[src/rtl/i2c_slave.sv]
// I2C target: oversampled SCL/SDA, 7-bit address match, byte write delivery and read service.
// Latency: pin to condition detect SYNC_STAGES+1 clk; never stretches SCL, so the master is never held off.
module i2c_slave #(
    parameter logic [6:0] ADDR        = 7'h42,
    parameter int         SYNC_STAGES = 2
) (
    input  logic       clk,
    input  logic       rst_n,
    input  logic       scl,
    input  logic       sda_in,
    output logic       sda_oe,
    output logic [7:0] rx_data,
    output logic       rx_valid,
    input  logic [7:0] tx_data,
    output logic       tx_load,
    output logic       addressed,
    output logic       busy,
    output logic       stop_det
);

    typedef enum logic [2:0] {
        S_IDLE, S_ADDR, S_ADDR_ACK, S_WRITE, S_WRITE_ACK, S_READ, S_READ_ACK, S_IGNORE
    } state_t;

    logic [SYNC_STAGES-1:0] scl_sync_q, sda_sync_q;
    logic                   scl_hist_q, sda_hist_q;
    logic                   scl_s, sda_s, rise_c, fall_c, start_c, stop_c;

    state_t     state_q, state_d;
    logic [3:0] cnt_q, cnt_d;
    logic [7:0] shift_q, shift_d;
    logic       rw_q, rw_d, nack_q, nack_d;
    logic       sda_oe_q, sda_oe_d, addressed_q, addressed_d, busy_q, busy_d;
    logic [7:0] rx_data_q, rx_data_d;
    logic       rx_valid_q, rx_valid_d, stop_det_q, stop_det_d, tx_load_c;

    // Presetting to 1 means an idle bus at reset release looks like no change at all.
    always_ff @(posedge clk or negedge rst_n) begin
        if (!rst_n) begin
            scl_sync_q <= '1;
            sda_sync_q <= '1;
            scl_hist_q <= 1'b1;
            sda_hist_q <= 1'b1;
        end else begin
            scl_sync_q <= {scl_sync_q[SYNC_STAGES-2:0], scl};
            sda_sync_q <= {sda_sync_q[SYNC_STAGES-2:0], sda_in};
            scl_hist_q <= scl_sync_q[SYNC_STAGES-1];
            sda_hist_q <= sda_sync_q[SYNC_STAGES-1];
        end
    end

    assign scl_s   = scl_sync_q[SYNC_STAGES-1];
    assign sda_s   = sda_sync_q[SYNC_STAGES-1];
    assign rise_c  = scl_s & ~scl_hist_q;
    assign fall_c  = ~scl_s & scl_hist_q;
    assign start_c = scl_s & scl_hist_q & sda_hist_q & ~sda_s;
    assign stop_c  = scl_s & scl_hist_q & ~sda_hist_q & sda_s;

    always_ff @(posedge clk or negedge rst_n) begin
        if (!rst_n) begin
            state_q     <= S_IDLE;
            cnt_q       <= 4'd0;
            shift_q     <= 8'h00;
            rw_q        <= 1'b0;
            nack_q      <= 1'b0;
            sda_oe_q    <= 1'b0;
            addressed_q <= 1'b0;
            busy_q      <= 1'b0;
            rx_data_q   <= 8'h00;
            rx_valid_q  <= 1'b0;
            stop_det_q  <= 1'b0;
        end else begin
            state_q     <= state_d;
            cnt_q       <= cnt_d;
            shift_q     <= shift_d;
            rw_q        <= rw_d;
            nack_q      <= nack_d;
            sda_oe_q    <= sda_oe_d;
            addressed_q <= addressed_d;
            busy_q      <= busy_d;
            rx_data_q   <= rx_data_d;
            rx_valid_q  <= rx_valid_d;
            stop_det_q  <= stop_det_d;
        end
    end

    always_comb begin
        state_d     = state_q;
        cnt_d       = cnt_q;
        shift_d     = shift_q;
        rw_d        = rw_q;
        nack_d      = nack_q;
        sda_oe_d    = sda_oe_q;
        addressed_d = addressed_q;
        busy_d      = busy_q;
        rx_data_d   = rx_data_q;
        rx_valid_d  = 1'b0;
        stop_det_d  = 1'b0;
        tx_load_c   = 1'b0;
        if (start_c) begin
            state_d     = S_ADDR;
            cnt_d       = 4'd0;
            sda_oe_d    = 1'b0;
            addressed_d = 1'b0;
            busy_d      = 1'b1;
        end else if (stop_c) begin
            state_d     = S_IDLE;
            sda_oe_d    = 1'b0;
            addressed_d = 1'b0;
            busy_d      = 1'b0;
            stop_det_d  = 1'b1;
        end else begin
            case (state_q)
                S_ADDR: begin
                    if (rise_c && cnt_q != 4'd8) begin
                        shift_d = {shift_q[6:0], sda_s};
                        cnt_d   = cnt_q + 4'd1;
                    end else if (fall_c && cnt_q == 4'd8) begin
                        if (shift_q[7:1] == ADDR) begin
                            sda_oe_d    = 1'b1;
                            addressed_d = 1'b1;
                            rw_d        = shift_q[0];
                            state_d     = S_ADDR_ACK;
                        end else begin
                            state_d = S_IGNORE;
                        end
                    end
                end
                S_ADDR_ACK, S_WRITE_ACK: begin
                    if (fall_c) begin
                        if (state_q == S_ADDR_ACK && rw_q) begin
                            tx_load_c = 1'b1;
                            shift_d   = tx_data;
                            sda_oe_d  = ~tx_data[7];
                            cnt_d     = 4'd1;
                            state_d   = S_READ;
                        end else begin
                            sda_oe_d = 1'b0;
                            cnt_d    = 4'd0;
                            state_d  = S_WRITE;
                        end
                    end
                end
                S_WRITE: begin
                    if (rise_c && cnt_q != 4'd8) begin
                        shift_d = {shift_q[6:0], sda_s};
                        cnt_d   = cnt_q + 4'd1;
                        if (cnt_q == 4'd7) begin
                            rx_data_d  = {shift_q[6:0], sda_s};
                            rx_valid_d = 1'b1;
                        end
                    end else if (fall_c && cnt_q == 4'd8) begin
                        sda_oe_d = 1'b1;
                        state_d  = S_WRITE_ACK;
                    end
                end
                // cnt counts bits already placed on the bus; shift_q[7] is the bit being driven.
                S_READ: begin
                    if (fall_c) begin
                        if (cnt_q == 4'd8) begin
                            sda_oe_d = 1'b0;
                            state_d  = S_READ_ACK;
                        end else begin
                            sda_oe_d = ~shift_q[6];
                            shift_d  = {shift_q[6:0], 1'b0};
                            cnt_d    = cnt_q + 4'd1;
                        end
                    end
                end
                S_READ_ACK: begin
                    if (rise_c) begin
                        nack_d = sda_s;
                    end else if (fall_c) begin
                        if (!nack_q) begin
                            tx_load_c = 1'b1;
                            shift_d   = tx_data;
                            sda_oe_d  = ~tx_data[7];
                            cnt_d     = 4'd1;
                            state_d   = S_READ;
                        end else begin
                            sda_oe_d = 1'b0;
                            state_d  = S_IGNORE;
                        end
                    end
                end
                default: ;
            endcase
        end
    end

    assign sda_oe    = sda_oe_q;
    assign rx_data   = rx_data_q;
    assign rx_valid  = rx_valid_q;
    assign tx_load   = tx_load_c;
    assign addressed = addressed_q;
    assign busy      = busy_q;
    assign stop_det  = stop_det_q;

endmodule

[config.mk]
export PLATFORM = sky130hd
export DESIGN_NAME = i2c_slave
export DESIGN_NICKNAME = d
export VERILOG_FILES = /design/src/rtl/i2c_slave.sv
export SDC_FILE = /design/constraint.sdc
export NUM_CORES = 1
export LEC_CHECK = 0
export CORE_UTILIZATION = 49
export DETAILED_ROUTE_END_ITERATION = 16
export HOLD_SLACK_MARGIN = 0.02
export PLACE_DENSITY_LB_ADDON = 0.12
export SLEW_MARGIN = 40
export SYNTH_ARGS = -nofsm -noshare
export SYNTH_HDL_FRONTEND = slang
export SYNTH_SLANG_ARGS = --single-unit
[constraint.sdc]
create_clock -name clk -period 2.09 [get_ports clk]
set_clock_uncertainty 0.05 [all_clocks]
set_input_delay 0.418 -clock clk [delete_from_list [all_inputs] [get_ports clk]]
set_output_delay 0.418 -clock clk [all_outputs]
set_load 0.05 [all_outputs]
### Yosys cells after proc, flatten, opt, wreduce, memory -nomap -nowiden

Cells that the tools add are included.

* register bits: 36
* bits of input ports: 12
* output and inout bits: 14
* word-level logic and storage cells: 159

* add/subtract/negate cells: 1
* equality and inequality tests: 37
* multiplexer cells: 70
* bitwise operators: 16
* reductions and logical operators: 20

Operator list (count)
* $mux 8: 8
* $ne 4x4->1 const B: 11
* $mux 3: 13
* $mux 4: 9
* $mux 1: 34
* $pmux 8 s4: 1
* $ne 3x3->1 const B: 7
* $reduce_and 10->1: 2
* $ne 2x2->1 const B: 8
* $pmux 4 s4: 1
* $pmux 3 s5: 1
* $reduce_and 11->1: 1
* $eq 3x3->1 const B: 3
* $not 1->1: 9
* $reduce_and 9->1: 1
* $reduce_bool 3->1: 3
* $reduce_and 4->1: 2
* $and 1x1->1: 7
* $eq 7x7->1 const B: 1
* $reduce_bool 7->1: 1
* $eq 3x2->1 const B: 2
* $reduce_and 6->1: 1
* $pmux 1 s5: 1
* $reduce_and 5->1: 1
* other kinds (13): 16

### Depth between registers and ports, before layout

Gate-level depths: netlist of run 1.

* word-level depth: 8
* depth in mapped cells: 7
* mapped depth without buffers: 7

### Worst setup path before layout of run 1

Ideal clock, no wire load.

* path type: reg-to-output
* start point: register state_q[2]
* end point: output tx_load
* arrival time: 1.983 ns
* required time: 1.622 ns
* setup slack: -0.361 ns
* cell stages (with the launch flop): 5
* buffers on the path: 2
* cells stage by stage: dfrtp_1 > clkbuf_1 > buf_2 > mux2i_1 > nor3_1

* cells in the longest elaborated chain, start to end: 7
* elaborated cells on any way between the ends: 10
* classes of those cells: eq/ne: 3; mux: 5; reduce/logical: 2

Ends and longest elaborated chain
* from (decl): line 29 `state_t state_q, state_d;`
* from (signal assigned): line 73 `state_q <= state_d;`
* $eq 3x2->1: line 113, 131
* $logic_and 1x1->1: line 131 `if (state_q == S_ADDR_ACK && rw_q) begin`
* $mux 1: line 131
* $mux 1: line 130 `if (fall_c) begin`
* $pmux 1 s2 (*): line 113 `case (state_q)`
* $mux 1 (*): line 106 `end else if (stop_c) begin`
* $mux 1 (*): line 100 `if (start_c) begin`
* to (decl): line 15 `output logic tx_load,`

Every way passes the cells marked *; elsewhere a longest branch is shown, timed or not.

### Worst setup path in the final report of run 1

* start point: register cnt_q[0]
* end point: register shift_q[3]

* cells in the longest elaborated chain, start to end: 4
* elaborated cells on any way between the ends: 6
* classes of those cells: eq/ne: 4; reduce/logical: 2

Ends and longest elaborated chain
* from (decl): line 30 `logic [3:0] cnt_q, cnt_d;`
* from (signal assigned): line 74 `cnt_q <= cnt_d;`
* $ne 4x4->1: line 115, 145
* $logic_and 1x1->1: line 115, 145
* $ne 2x1->1 (no line)
* $reduce_and 11->1 (no line) (*)
* to (signal assigned): line 75 `shift_q <= shift_d;`
* to (decl): line 31 `logic [7:0] shift_q, shift_d;`

Marked as above.
A chain may end at the register's enable or synchronous reset.

==> impl_metrics.py, run 1 <==
metrics = {
    "outcome": {
        "status": "finished, final reports clean",
    },
    "worst_setup_path": {
        "path_class": "flop to flop",
        "crit_path_start_kind": "flop",
        "r2r_setup_slack_ns": 0.04,
        "path_cells": "inv_1 > ha_1 > nand3b_4 > nand2b_4 > a211o_2 > a21oi_4 > mux2_2",
        "max_stage_delay_ns": 0.39,
        "crit_slowest_cell": "dfrtp_1",
        "required_ns": 2.21,
        "worstSetupEndpointType": "flop",
        "crit_arrival_ns": 2.17,
        "critPathMaxFanout": 8,
    },
    "floorplan": {
        "core_area_um2": 3689,
        "fp.dieH_um": 64.14,
        "rows": 22,
        "initial_core_util_pct": 51.29,
        "die_area_um2": 4113,
        "ioPinCount": 26,
        "dieWidth_um": 64.14,
    },
    "job": {
        "max_cap_violations": 0,
    },
    "place": {
        "routabilityCongestion": 0.9336,
        "dp_slack_ns": 0.008279,
        "place_hpwl_mm": 3.022,
        "io_buffers": 25,
    },
    "clock_tree": {
        "htree_levels": 2,
        "cts-root-buf": "clkbuf_8",
        "clkSinkCount": 36,
        "clk_pin_slew_ns": 0.07,
        "cts_tree": "done",
        "clock_path_buffers": 2,
        "clk_latency_ns": 0.29,
        "cts_buffers": 5,
    },
    "min_path": {
        "hold_class": "flop to flop",
    },
    "timing": {
        "hold_viol": 0,
        "finalCritPeriodShare_pct": 97.90,
        "period_needed_ns": 2.046,
        "setup_viol_count_final": 0,
        "layout_setup_ws_ns": 0.04386,
        "tightestPinTransition_ns": 0.5528,
        "relSlewSlack_pct": 62.86,
        "tns_ns": 0,
        "rsz0062_at_grt": "yes",
        "finalMaxSlewViolations": 0,
        "max_clock_freq_ghz": 0.4887,
    },
    "grt": {
        "grt_remaining_overflow": 0,
        "grt_pass1_wl_mm": 7.272,
        "grt.total_usage_pct": 23.22,
        "grt_max_degree": 37,
        "grt_pass1_vias": 1584,
        "antenna_found_initial": 0,
    },
    "logic_synthesis": {
        "ys_seq_elements": 36,
        "synth_seq_area_share_pct": 48.02,
        "synth_nets": 207,
        "synth_warnings": 0,
        "syn_area_um2": 1892,
        "syn-instance-count": 193,
        "synth_cell_type_count": 43,
        "avgSynthCellArea_um2": 9.802,
    },
    "routing": {
        "wl_per_cell_um": 15.48,
        "drt_first_pass_iters": 4,
        "wl_mm": 4.351,
        "drcViolationCount": 0,
        "viasPerCell": 5.726,
        "dr_total_vias": 1609,
        "drt_iter0_drc": 125,
        "ant_nets": 0,
    },
    "power": {
        "power-per-cell-area_nw_per_um2": 1214,
        "peakVddDrop_mv": 0.5703,
        "leakage_uw": 0.001085,
    },
    "cells_and_area": {
        "n_fill_cell": 290,
        "fin_nets": 246,
        "layout-drive-gt1-share_pct": 24.89,
        "syn2layout_area_growth_pct": 27.58,
        "antennaDiodeCount": 0,
    },
}
==> placed cells by master, fill, tap and decap left out, types with 2 or more instances in the layout <==
cell             instances
a21oi_1                  6
a32o_1                   3
o21ai_0                 12
nand2_1                 33
nor4b_1                  3
nand4b_1                 2
or2_2                    2
o221ai_1                 2
dfrtp_2                  2
ha_1                     2
dfrtp_1                 28
buf_4                   16
clkbuf_8                 5
nor2_1                  16
nand3_1                  3
o211ai_1                 2
clkdlybuf4s50_1         24
inv_1                    7
a31oi_1                  4
dfstp_2                  6
nor2b_1                  2
mux2_2                  14
nor3_1                   2
nand2b_1                 8
mux2i_1                  4
==> synthesized netlist by cell type, drive strengths merged <==
| cell type | n | share of area, % |
|---|---|---|
| nand2b | 9 | 3.4 |
| ha | 2 | 1.3 |
| nand4b | 2 | 0.93 |
| o21ai | 13 | 3.4 |
| clkbuf | 6 | 1.2 |
| o22ai | 1 | 0.33 |
| a32o | 3 | 1.6 |
| nand3 | 3 | 0.79 |
| buf | 3 | 0.79 |
| mux2i | 4 | 2.1 |
| a311oi | 1 | 0.79 |
| a22o | 1 | 0.46 |
| a21o | 1 | 0.40 |
| nand3b | 1 | 1.1 |
| o21a | 1 | 0.40 |
| nand4 | 1 | 0.33 |
| nor2 | 16 | 3.2 |
| a31o | 1 | 0.46 |
| a211o | 2 | 0.99 |
| nand2 | 33 | 6.5 |
| o211ai | 2 | 0.79 |
| dfrtp | 30 | 40 |
| a21oi | 7 | 2.4 |
| nor3 | 3 | 0.79 |
| dfstp | 6 | 8.3 |
| or2 | 3 | 0.99 |
| mux2 | 14 | 8.3 |
| a21boi | 1 | 0.40 |
| o221ai | 2 | 0.93 |
| a31oi | 4 | 1.3 |
| a311o | 1 | 0.60 |
| or3 | 1 | 0.33 |
| o2111ai | 1 | 0.46 |
| nor4b | 3 | 1.4 |
| inv | 8 | 1.6 |
| o311ai | 1 | 0.46 |
| nor2b | 2 | 0.66 |
==> through the flow <==
step	power (uW)	util (%)	std cells	area [um^2]	hold WS (ns)
3_3_place_gp	2224	61.74	270	2277	0.2968
5_1_grt	3106	65.43	281	2414	0.3131
4_1_cts	2902	64.76	278	2389	0.3123
6_report	2929	65.43	281	2414	0.3103
3_5_place_dp	2273	61.74	270	2277	0.3011
2_1_floorplan	1932	-	193	1897	0.07241
==> where the power goes <==
part           internal, uW  switching [uW]  leakage (uW)  total (uW)
registers               861             188      0.000450        1050
clock network           353             257     0.0000541         610
logic                   619             651      0.000581        1270
total                  1830            1100       0.00108        2930
==> worst paths after layout <==
check,startpoint,endpoint,depth (start not counted)
worst min register to register,sda_sync_q[0],sda_sync_q[1],0
worst min-delay path,sda_sync_q[0],sda_sync_q[1],0
worst max-delay path,cnt_q[0],shift_q[3],7
worst max register to register,cnt_q[0],shift_q[3],7
min in group asynchronous,rst_n,cnt_q[2],2
max in group asynchronous,rst_n,state_q[2],2
==> metal layers <==
metal / track usage (%) / up-vias / part of all wire [%]
met2: 37.23 / 60 / 49
met5: 0 / - / 0
met4: 8.611 / 0 / 1.8
li1: - / 760 / -
met3: 7.500 / 13 / 7.1
met1: 29.23 / 776 / 42
==> logic make-up after synthesis <==
kind of cell	Yosys count	synth area share, %
AND/OR/NAND/NOR	77	20.37
AO/OA/AOI/OAI	43	16.27
flip-flops	36	48.02
multiplexers	18	10.45
buffers and inverters	17	3.571
adder cells (fa/ha/maj)	2	1.323
==> final cells by class <==
class	count	area, um^2	area share [%]
clock inverter	3	42.54	1.763
tap	48	60.06	2.488
clock buffer	5	68.82	2.851
timing repair buffer	41	380.4	15.76
multi-input combinational	140	920.9	38.15
inverter	8	30.03	1.244
sequential	36	910.9	37.74
==> sequential cells by signal, indices dropped and copies added (netlist names) <==
register / count
addressed: 1
busy: 1
cnt_q: 4
nack_q: 1
rw_q: 1
rx_data: 8
rx_valid: 1
scl_hist_q: 1
scl_sync_q: 2
sda_hist_q: 1
sda_oe: 1
sda_sync_q: 2
shift_q: 8
state_q: 3
stop_det: 1
==> critical path: cells and delay by family, from the launching register on <==
kind	cells	cell delay, ns
buffers and inverters	1	0.07
DFF	1	0.39
muxes	1	0.37
and+or+nand+nor	2	0.19
AOI/OAI and AO/OA	2	0.63
adders and majority gates	1	0.23
==> timing repair <==
| item | 4_1_cts | 5_1_grt |
|---|---|---|
| cloned | 0 | 0 |
| setup buffers | 0 | 3 |
| endpoints found under the setup margin | 4 | 8 |
| pin swaps | 1 | 1 |
| hold buffers | 0 | 0 |
| gates resized for setup | 0 | 2 |
Power figures use the tool's default switching activity.
==> run 2, diff against run 1 <==
CORE_ASPECT_RATIO = 0.6   (was not set)
CTS_CLUSTER_SIZE = 14   (was not set)
REMOVE_ABC_BUFFERS = 1   (was not set)
==> run 2 against run 1 <==
  * Clock power up 3.4%
  * Critical path depth unchanged
  * Highest routed layer unchanged
  * Worst hold slack worse by 0.21 ns
  * Critical endpoint is now shift_q[5]
  * Combinational power about the same
  * Largest power group unchanged
==> impl_metrics.py, run 2 (synthesis gave the netlist of run 1 again) <==
metrics = {
    "clock_tree": {
        "htree_levels": 2,
        "cts_tree": "done",
        "cts-root-buf": "clkbuf_8",
        "clk_latency_ns": 0.30,
        "cts_buffers": 5,
        "clkSinkCount": 36,
        "clock_path_buffers": 2,
        "clk_pin_slew_ns": 0.08,
        "hold_buffers": 0,
    },
    "worst_setup_path": {
        "path_class": "flop to flop",
        "cp_top_family": "compound AO/OA/AOI/OAI gates",
        "max_stage_delay_ns": 0.37,
        "required_ns": 2.22,
        "crit_path_start_kind": "flop",
        "critPathMaxFanout": 8,
        "startpoint": "cnt_q[0]",
        "path_cells": "inv_1 > ha_1 > nand3b_4 > nand2b_4 > a211o_2 > a21oi_4 > mux2_2",
        "crit_buf_inv": 1,
        "crit_slowest_cell": "mux2_2",
        "worstSetupEndpointType": "flop",
        "r2r_start": "cnt_q[0]",
        "crit_arrival_ns": 2.17,
    },
    "timing": {
        "period_needed_ns": 2.042,
        "max_clock_freq_ghz": 0.4897,
        "relSlewSlack_pct": 66.31,
        "hold_viol": 0,
        "tightestPinTransition_ns": 0.5038,
        "finalMaxSlewViolations": 0,
        "finalCritPeriodShare_pct": 97.71,
        "tns_ns": 0,
        "setup_viol_count_final": 0,
    },
    "cells_and_area": {
        "final_cell_mix": "nand2_1 (33), dfrtp_1 (29), clkdlybuf4s50_1 (23)",
        "fin_nets": 247,
        "layout-drive-gt1-share_pct": 26.07,
        "fin_cells": 281,
        "n_fill_cell": 282,
        "antennaDiodeCount": 0,
        "syn2layout_area_growth_pct": 28.04,
        "layout_commonest_cell": "nand2_1",
    },
    "grt": {
        "grt_remaining_overflow": 0,
        "grt.total_usage_pct": 24.71,
        "grt_pass1_wl_mm": 7.410,
        "antenna_found_initial": 0,
        "grt_pass1_vias": 1501,
        "grt_max_degree": 37,
    },
    "floorplan": {
        "initial_core_util_pct": 51.41,
        "fp.dieH_um": 50.13,
        "dieWidth_um": 82.22,
        "die_area_um2": 4121,
        "core_area_um2": 3680,
        "rows": 17,
        "ioPinCount": 26,
    },
    "routing": {
        "wl_mm": 4.605,
        "drt_first_pass_iters": 4,
        "drcViolationCount": 0,
        "dr_total_vias": 1613,
        "drt_iter0_drc": 80,
        "ant_nets": 0,
        "wl_per_cell_um": 16.39,
        "viasPerCell": 5.740,
    },
    "place": {
        "io_buffers": 25,
        "routabilityCongestion": 0.9154,
        "place_hpwl_mm": 3.316,
        "dp_cells": 269,
    },
    "power": {
        "peakVddDrop_mv": 0.6922,
        "seqPwrFrac_pct": 35.2,
        "combPwrFrac_pct": 43.5,
        "switchingPower_uw": 1138,
        "clockPowerShare_pct": 21.2,
        "switching_share_pct": 38.30,
        "internal_power_uw": 1833,
        "power-per-cell-area_nw_per_um2": 1226,
        "leakage_uw": 0.001094,
    },
    "job": {
        "max_cap_violations": 0,
    },
    "min_path": {
        "hold_class": "primary input to asynchronous set/reset pin",
    },
    "outcome": {
        "status": "finished, final reports clean",
    },
}
-- run 2: cell count changes in the layout (fill, tap and decap cells not counted) --
cell / delta
buf_4: +1
nor2b_1: -1
dfrtp_2: -1
nor4b_2: +1
nor4b_1: -1
clkdlybuf4s50_1: -1
buf_2: +1
nor2b_2: +1
dfrtp_1: +1
-- run 2: path summary, 6_finish.rpt --
kind                       slack (ns)             to  cells past startpoint
max                              0.05     shift_q[5]                      7
min                               0.1     state_q[1]                      2
max reg2reg                      0.05     shift_q[5]                      7
min reg2reg                      0.31  sda_sync_q[1]                      0
max in group asynchronous        1.54  sda_sync_q[0]                      2
min in group clk                 0.31  sda_sync_q[1]                      0
-- run 2: metal layers --
layer	wire length (um)	track usage (%)	share of wire, %	vias up
li1	-	-	-	764
met1	2181	35.20	47	775
met2	2103	36.09	46	65
met3	267	6.909	5.8	9
met4	53	7.895	1.2	0
met5	0	0	0	-
-- run 2: cell type report --
type	instances	area [um^2]	area share, %
Sequential cell	36	909.6	37.55
Tap cell	47	58.81	2.428
Inverter	8	30.03	1.240
Timing Repair Buffer	42	382.9	15.81
Multi-Input combinational cell	140	929.6	38.38
Clock buffer	5	68.82	2.841
Clock inverter	3	42.54	1.756
-- run 2: what timing repair did --
| action | CTS | global route |
|---|---|---|
| setup endpoints to repair | 8 | 9 |
| gates resized for setup | 1 | 3 |
| buffers inserted | 0 | 4 |
| pin swaps | 1 | 1 |
-- run 2: through the flow --
stage | hold WS, ns | utilization (%) | setup slack [ns] | area [um^2] | total power (uW)
3_5_place_dp | 0.2968 | 61.58 | 0.006496 | 2266 | 2279
4_1_cts | 0.1133 | 64.74 | 0.004527 | 2382 | 2917
6_report | 0.09917 | 65.83 | 0.04796 | 2422 | 2970
2_1_floorplan | 0.07241 | - | -0.2241 | 1854 | 1880
5_1_grt | 0.1353 | 65.83 | -0.02040 | 2422 | 3143
3_3_place_gp | 0.2975 | 61.58 | 0.07200 | 2266 | 2220
-- run 2: power by group through the flow --
stage | clock, uW | sequential [uW] | combinational (uW)
final | 631 | 1050 | 1290
after global routing | 658 | 1070 | 1410
after CTS | 629 | 1050 | 1240
after detailed placement | 0 | 1060 | 1220
after global placement | 0 | 1040 | 1180
after floorplan | 0 | 1090 | 791
